**config.mk**
```make
export PLATFORM = sky130hd
export DESIGN_NAME = rr_output_alloc
export DESIGN_NICKNAME = d
export VERILOG_FILES = /design/src/rtl/rr_output_alloc.sv
export SDC_FILE = /design/constraint.sdc
export NUM_CORES = 1
export LEC_CHECK = 0
export CORE_ASPECT_RATIO = 1.2
export CORE_MARGIN = 10
export CORE_UTILIZATION = 28
export CTS_CLUSTER_SIZE = 30
export DETAILED_ROUTE_END_ITERATION = 10
export GPL_ROUTABILITY_DRIVEN = 0
export GPL_TIMING_DRIVEN = 0
export REMOVE_ABC_BUFFERS = 1
export SETUP_SLACK_MARGIN = 0.05
export SKIP_CTS_REPAIR_TIMING = 1
export SLEW_MARGIN = 20
export SYNTH_ARGS = -nofsm -noshare
export SYNTH_HDL_FRONTEND = slang
export SYNTH_SLANG_ARGS = --single-unit
```
**constraint.sdc**
```tcl
create_clock -name clk -period 5.8 [get_ports clk]
set_input_delay 1.16 -clock clk [delete_from_list [all_inputs] [get_ports clk]]
set_output_delay 1.16 -clock clk [all_outputs]
set_load 0.03 [all_outputs]
```
**src/rtl/rr_output_alloc.sv**
```systemverilog
// Wormhole output allocator: round-robin picks an input owner, holds it until
// the tail flit transfers, and gates transfers on downstream credits.
module rr_output_alloc #(
    parameter int unsigned CREDITS = 4
) (
    input  logic       clk,
    input  logic       rst,
    input  logic [4:0] req,
    input  logic [4:0] tail,
    input  logic       credit_in,
    output logic [4:0] gnt,
    output logic       fwd_valid,
    output logic [3:0] credit_cnt,
    output logic       cr_err
);

    typedef enum logic {
        IDLE,
        LOCKED
    } state_t;

    localparam logic [3:0] CRED_MAX = 4'(CREDITS);

    state_t     state_q, state_d;
    logic [2:0] owner_q, owner_d;
    logic [2:0] ptr_q, ptr_d;
    logic [4:0] gnt_q, gnt_d;
    logic [3:0] cnt_q, cnt_d;
    logic       err_q, err_d;

    logic       found;
    logic [2:0] pick;
    logic [3:0] idx;

    // Rotating priority search starting at ptr, modulo 5.
    always_comb begin
        found = 1'b0;
        pick  = ptr_q;
        idx   = '0;
        for (int unsigned k = 0; k < 5; k++) begin
            idx = {1'b0, ptr_q} + 4'(k);
            if (idx >= 4'd5) begin
                idx = idx - 4'd5;
            end
            if (!found && req[idx[2:0]]) begin
                found = 1'b1;
                pick  = idx[2:0];
            end
        end
    end

    always_comb begin
        state_d   = state_q;
        owner_d   = owner_q;
        ptr_d     = ptr_q;
        gnt_d     = gnt_q;
        cnt_d     = cnt_q;
        err_d     = err_q;
        fwd_valid = (state_q == LOCKED) && req[owner_q] && (cnt_q != '0);

        case (state_q)
            IDLE: begin
                if (found) begin
                    state_d = LOCKED;
                    owner_d = pick;
                    gnt_d   = 5'(5'b00001 << pick);
                end
            end
            LOCKED: begin
                if (fwd_valid && tail[owner_q]) begin
                    state_d = IDLE;
                    gnt_d   = '0;
                    ptr_d   = (owner_q == 3'd4) ? 3'd0 : owner_q + 3'd1;
                end
            end
            default: state_d = IDLE;
        endcase

        // A freed slot arriving while already full is dropped and flagged.
        if (fwd_valid && !credit_in) begin
            cnt_d = cnt_q - 4'd1;
        end else if (!fwd_valid && credit_in) begin
            if (cnt_q == CRED_MAX) begin
                err_d = 1'b1;
            end else begin
                cnt_d = cnt_q + 4'd1;
            end
        end
    end

    always_ff @(posedge clk or posedge rst) begin
        if (rst) begin
            state_q <= IDLE;
            owner_q <= '0;
            ptr_q   <= '0;
            gnt_q   <= '0;
            cnt_q   <= CRED_MAX;
            err_q   <= 1'b0;
        end else begin
            state_q <= state_d;
            owner_q <= owner_d;
            ptr_q   <= ptr_d;
            gnt_q   <= gnt_d;
            cnt_q   <= cnt_d;
            err_q   <= err_d;
        end
    end

    assign gnt        = gnt_q;
    assign credit_cnt = cnt_q;
    assign cr_err     = err_q;

endmodule

```
Yosys cells after proc, flatten, opt, wreduce, memory -nomap -nowiden. Cells that the tools add are included.

Add/sub/neg operators: 12. Multipliers: 0. Div/mod/pow operators: 0. Magnitude comparators: 11. Eq/ne operators: 5. Shift-type cells: 1. Mux-type cells: 39. Bitwise operators: 2. Reduce and logical (&&, ||, !) cells: 22.

Operators with widths (number): 3-bit two-way mux (11); 3-bit by 4-bit < comparator with 1-bit output (second input constant) (6); 1-bit binary-select mux with 3-bit select (7); 4-bit by 3-bit greater-or-equal comparator with 1-bit output (second input constant) (4); 3-bit subtractor (second input constant) (5); 1-bit two-way mux (14); 4-bit two-way mux (3); 5-bit two-way mux (2); 5-bit one-hot mux with 2 select lines (1); 1-bit logical AND (9); 3-bit by 2-bit adder with 4-bit output (second input constant) (2); 2-bit AND reduction (4); 1-bit zero test (6); 1-bit by 3-bit left shift with 5-bit output (first input constant) (1); 3-bit by 1-bit adder with 4-bit output (second input constant) (1); 3-bit by 3-bit adder with 4-bit output (second input constant) (1); 4-bit by 1-bit adder with 4-bit output (second input constant) (1); 4-bit by 3-bit equality test with 1-bit output (second input constant) (1); 2-bit != test (second input constant) (2); 4-bit nonzero test (1); 4-bit by 1-bit subtractor with 4-bit output (second input constant) (1); 3-bit by 1-bit adder with 3-bit output (second input constant) (1); 3-bit equality test (second input constant) (1); 3-bit greater-or-equal comparator (second input constant) (1); 5 further kinds (6).

Register bits after elaboration: 17. Bits in latches: 0. Bits in writable memories: 0. Bits in read-only memories: 0. Output and inout port bits: 11. Logic and storage cells: 98. Memories: 0.

Depth between registers and ports, before layout. Gate-level depths: netlist of run 1.

Word-level depth: 20. Depth in mapped cells: 16.

Worst setup path before layout of run 1. OpenSTA, ideal clock, no wires.

Kind: input to register. Start: in req[2]. End: reg cnt_q[3], in the netlist credit_cnt[3]. Library setup time: 135 ps. Data arrival time: 3438 ps. Data required time: 5665 ps. Setup slack: 2227 ps. Stages on the path: 11. Path through: clkbuf_1 mux4_2 o211ai_1 inv_1 ha_1 ha_1 a21o_1 a21oi_1 xnor2_1 nand2_1 xnor2_1.

Longest elaborated chain between the ends: 8.

Ends and longest elaborated chain: start: declaration (RTL line 8) `input logic [4:0] req,`; 1-bit binary-select mux with 3-bit select (*) (RTL line 59) `fwd_valid = (state_q == LOCKED) && req[owner_q] && (cnt_q != '0);`; 1-bit two-way mux (implied by the code) (*) (RTL line 59); 1-bit logical AND (*) (2 in a row) (RTL line 59); net fwd_valid (RTL line 12) `output logic fwd_valid,`; 1-bit zero test (RTL line 82) `end else if (!fwd_valid && credit_in) begin`; 1-bit logical AND (RTL line 82); 2-bit nonzero test (no line); 2-bit AND reduction (no line); end signal: assignment (RTL line 104) `cnt_q <= cnt_d;`; end: declaration (RTL line 28) `logic [3:0] cnt_q, cnt_d;`.

Mark *: on every way through the listed nets, which the timed path passes. The rest lies on a longest branch. The select of a mux whose other input is x is not followed. A chain may end at the register's enable or synchronous reset.

Worst setup path in the final report of run 1.
Start: in req[2]. End: out fwd_valid.

Longest elaborated chain between the ends: 4.

Ends and longest elaborated chain (RTL line): 1-bit binary-select mux with 3-bit select (59); 1-bit two-way mux (implied by the code) (59); 1-bit logical AND (2 in a row) (59); end: declaration (12).

Every way passes these cells. The select of a mux whose other input is x is not followed.

==> out/qor.csv, run 1 <==
metric,value,unit
synth_most_common_cell,nand2_1,
fin_setup_tns,0,ns
dpl.cell_count,379,
area_growth,13.5,%
h-tree-depth,1,
drv_cap,0,
synth_edf_count,0,
yosys_warnings,0,
grt_max_degree,34,
coreArea,8060,µm²
dr.pass1.iters,4,
holdWs,0.478,ns
std_cell_rows,36,
synthFlopType,dfrtp_1,
synth.top_cell.area_share,17.5,%
die_w,103,µm
fin_cells,383,
num_antenna_cells,0,
yosys.area.top_type,dfrtp_1,
synth.avg_cell_area,8.39,µm²
numPortBuffers,23,
antenna_found_initial,0,
drv_slew,0,
die_h,119,µm
place_hpwl,4670,µm
fin_skew,0.00248,ns
tightest_slew,1.08,ns
synth_cell_type_count,78,
syn-instance-count,273,
finalSetupViolCount,0,
initial_core_util,28.4,%
clock-sinks,17,
drc,0,
grt-ovfl-total,0,
seq_area_frac_synth,18.6,%
hold_class,flop to flop,
pre_cts_ws,1.25,ns
syn-cell-area,2290,µm²
ys_ff_latch,17,
status,"complete, no violations",
finalCritPeriodShare,78.7,%
arrival,3.41,ns
timing.final.crit_period,4.57,ns
nets,318,
drive_gt1_share,11.1,%
vias,2153,
cp-end-kind,output pin,
max_freq,0.219,GHz
die-area,12200,µm²
grt_pass1_wl,10400,µm
grt_util_all_layers,9.96,%
cts_buffers,3,
root_buffer,clkbuf_8,
antenna_left,0,
synthTopCellsByArea,"dfrtp_1, ha_1, nand2_1",
worstSetupPathType,primary input to output pin,
via_per_inst,5.62,
cts_buffer_depth,2,
grt_pass1_vias,2164,
worst_slew_margin_rel,28.1,%
synthArstFlopShare,100,%
rsz0062_at_grt,no,
setup_slack,1.23,ns
clk_pin_slew_worst_paths,0.07,ns
crit_fanout,10,
clk_latency,0.25,ns
totalWireLength,6050,µm
worst_ep_required_time,4.64,ns
cts_tree,done,
finalHoldViolCount,0,
drt-initial-drc-count,173,
cp-start-kind,primary input,
ios,24,
wl_per_cell,15.8,µm
synth_commonest_cells,"nand2_1, inv_1, dfrtp_1, nor2_1",
-- path summary, 6_finish.rpt --
check | start | end | slack (ns) | depth (start not counted)
setup / recovery | req[2] | fwd_valid | 1.23 | 5
hold / removal | cr_err | cr_err | 0.48 | 1
setup reg to reg | ptr_q[0] | gnt[0] | 1.37 | 11
hold reg to reg | cr_err | cr_err | 0.48 | 1
max in group asynchronous | rst | state_q | 4.10 | 2
min in group asynchronous | rst | ptr_q[1] | 1.29 | 2
-- flip-flops by register name (all words and copies together), names as in the netlist --
register	count
credit_cnt	4
cr_err	1
owner_q	3
gnt	5
ptr_q	3
state_q	1
-- layout by cell type, fill, tap and decap left out, drive strengths merged, types with 6 or more instances in the layout --
cell type       n
nand2          24
dfrtp          16
o211ai          6
inv            19
a21o            6
nand2b         14
ha             14
nor3            7
nand3           6
a21oi          16
xnor2           6
clkdlybuf4s50  23
nor2           17
a211oi          6
mux2i           8
nor2b           6
o21ai          12
-- kinds of logic after synthesis --
group           Yosys count  share of synthesized area, %
flops                    17                          18.6
simple gates             97                          23.8
fa+ha+maj                16                          9.39
xor+xnor                  6                          2.29
mux                      14                          7.43
compound gates           92                          31.6
buf+inv                  31                          6.83
-- final cells by class --
| cell class | instances | area (µm²) |
|---|---|---|
| multi-input combinational | 225 | 1710 |
| tap | 95 | 119 |
| sequential | 17 | 427 |
| timing repair buffer | 23 | 230 |
| clock buffer | 4 | 45.0 |
| inverter | 19 | 71.3 |
| fill | 820 | 5460 |
-- worst max-delay path: stages --
cell and delay (ns):
clkdlybuf4s50_1 0.64, mux4_2 0.56, o211ai_1 0.31, inv_1 0.11, clkdlybuf4s50_1 0.61
-- through the flow --
step	utilization, %	cell area, µm²
final	32.2	2600
after floorplan	-	2210
after global placement	31.7	2550
after global routing	32.2	2600
after CTS	32.2	2600
after detailed placement	31.7	2550
-- layer usage --
| layer | track usage, % | up-vias | routed length, µm |
|---|---|---|---|
| li1 | - | 1059 | - |
| met1 | 12.2 | 1021 | 2680 |
| met2 | 17.5 | 61 | 3000 |
| met3 | 1.45 | 12 | 280 |
| met4 | 2.47 | 0 | 89 |
| met5 | 0 | - | 0 |
Power of run 1 is not shown: default switching activity piles up to over one toggle a cycle in this logic, so the estimate is an artifact.
==> run 2: changes to the inputs <==
==> constraint.sdc (replaced) <==
create_clock -name clk -period 4.45 [get_ports clk]
set_input_delay 0.89 -clock clk [delete_from_list [all_inputs] [get_ports clk]]
set_output_delay 0.89 -clock clk [all_outputs]
set_load 0.03 [all_outputs]
==> run 2 against run 1 <==
Effect of this change:
- final cell count stayed put
- wire length stayed put
- setup slack worse by 0.81 ns
- worst hold slack stayed put
- first-iteration DRC count stayed put
- core utilization hardly changed
- die area stayed put
- register-to-register slack worse by 0.93 ns
- flip-flop and latch count stayed put
- critical path depth stayed put
- count of clock-buffer cells in the layout stayed put
- non-clock buffer count stayed put
- largest cell class unchanged
==> out/qor.csv, run 2 (synthesized netlist as in run 1, its figures left out) <==
metric,value,unit,change
status,"complete, no violations",,unchanged
max_freq,0.248,GHz,
tightest_slew,0.731,ns,was 1.08 ns
numPortBuffers,23,,unchanged
drc,0,,unchanged
critPathLaunch,req[2],,unchanged
fin_skew,0.00248,ns,about the same
root_buffer,clkbuf_8,,unchanged
worstReg2RegStart,ptr_q[1],,was ptr_q[0]
totalWireLength,6050,µm,unchanged
rsz0062_at_grt,no,,unchanged
antenna_found_initial,0,,unchanged
timing.final.crit_period,4.03,ns,
cts_tree,done,,unchanged
finalSetupViolCount,0,,unchanged
grt_util_all_layers,9.96,%,unchanged
worst_ep_required_time,3.56,ns,was 4.64 ns
worstSetupPathType,primary input to output pin,,unchanged
drive_gt1_share,11.5,%,was 11.1%
place_hpwl,4670,µm,unchanged
cp-end-kind,output pin,,unchanged
num_antenna_cells,0,,unchanged
r2r-end,gnt[0],,unchanged
area_growth,13.5,%,about the same
via_per_inst,5.62,,unchanged
die-area,12200,µm²,unchanged
layout_common_cells,"nand2_1, clkdlybuf4s50_1, inv_1",,unchanged
drt-initial-drc-count,173,,unchanged
holdWs,0.478,ns,unchanged
vias,2153,,unchanged
grt-ovfl-total,0,,unchanged
clock-sinks,17,,unchanged
grt_max_degree,34,,unchanged
cp-endpoint,fwd_valid,,unchanged
arrival,3.14,ns,was 3.41 ns
crit_fanout,10,,unchanged
drv_slew,0,,unchanged
largest_reg_flops,5,,unchanged
dr.pass1.iters,4,,unchanged
antenna_left,0,,unchanged
mostFrequentLayoutCell,nand2_1,,unchanged
clk_pin_slew_worst_paths,0.07,ns,about the same
die_w,103,µm,unchanged
rr_worst_depth,11,,unchanged
cts_buffer_depth,2,,unchanged
ios,24,,unchanged
cp-start-kind,primary input,,unchanged
initial_core_util,28.4,%,unchanged
nets,318,,unchanged
std_cell_rows,36,,unchanged
pre_cts_ws,0.0615,ns,was 1.25 ns
finalCritPeriodShare,90.5,%,
wl_per_cell,15.8,µm,unchanged
finalHoldViolCount,0,,unchanged
h-tree-depth,1,,unchanged
drv_cap,0,,unchanged
grt_pass1_vias,2164,,unchanged
fin_setup_tns,0,ns,unchanged
setup_slack,0.424,ns,was 1.23 ns
grt_pass1_wl,10400,µm,unchanged
rrSetupSlack,0.44,ns,was 1.37 ns
hold_class,flop to flop,,unchanged
clk_latency,0.25,ns,about the same
worst_slew_margin_rel,51.3,%,was 28.1%
coreArea,8060,µm²,unchanged
cts_buffers,3,,unchanged
die_h,119,µm,unchanged
[run 2: cell counts in the layout (fill, tap and decap cells not counted)]
No cell type changed its count.
[run 2: worst max-delay path: stages]
cell and delay [ns]:
clkdlybuf4s50_1 0.64, mux4_2 0.56, o211ai_1 0.31, inv_1 0.11, clkdlybuf4s50_1 0.61
[run 2: metal layers]
metal | wire length [µm] | global-route usage (%) | up-vias | share of wire (%)
li1 | - | - | 1059 | -
met3 | 280 | 1.45 | 12 | 4.6
met2 | 3000 | 17.5 | 61 | 50
met5 | 0 | 0 | - | 0
met4 | 89 | 2.47 | 0 | 1.5
met1 | 2680 | 12.2 | 1021 | 44
[run 2: worst min path at each step]
stage / depth (start not counted) / to / start / slack, ns
2_1_floorplan: 1 / state_q / state_q / 0.49
5_1_grt: 1 / cr_err / cr_err / 0.51
6_report: 1 / cr_err / cr_err / 0.48
3_5_place_dp: 1 / cr_err / cr_err / 0.47
4_1_cts: 1 / cr_err / cr_err / 0.48
3_3_place_gp: 1 / cr_err / cr_err / 0.46
[run 2: area by class of cell]
| type | instances | area, µm² |
|---|---|---|
| fill | 819 | 5460 |
| multi-input combinational | 225 | 1710 |
| sequential | 17 | 428 |
| timing repair buffer | 23 | 230 |
| tap | 95 | 119 |
| inverter | 19 | 71.3 |
| clock buffer | 4 | 45.0 |
[run 2: per-stage QoR]
| step | cells | cell area (µm²) | utilization [%] |
|---|---|---|---|
| after floorplan | 261 | 2210 | - |
| after global placement | 379 | 2550 | 31.7 |
| after detailed placement | 379 | 2550 | 31.7 |
| after CTS | 383 | 2600 | 32.2 |
| after global routing | 383 | 2600 | 32.3 |
| final | 383 | 2600 | 32.3 |
Power of run 2 is left out for the same reason.
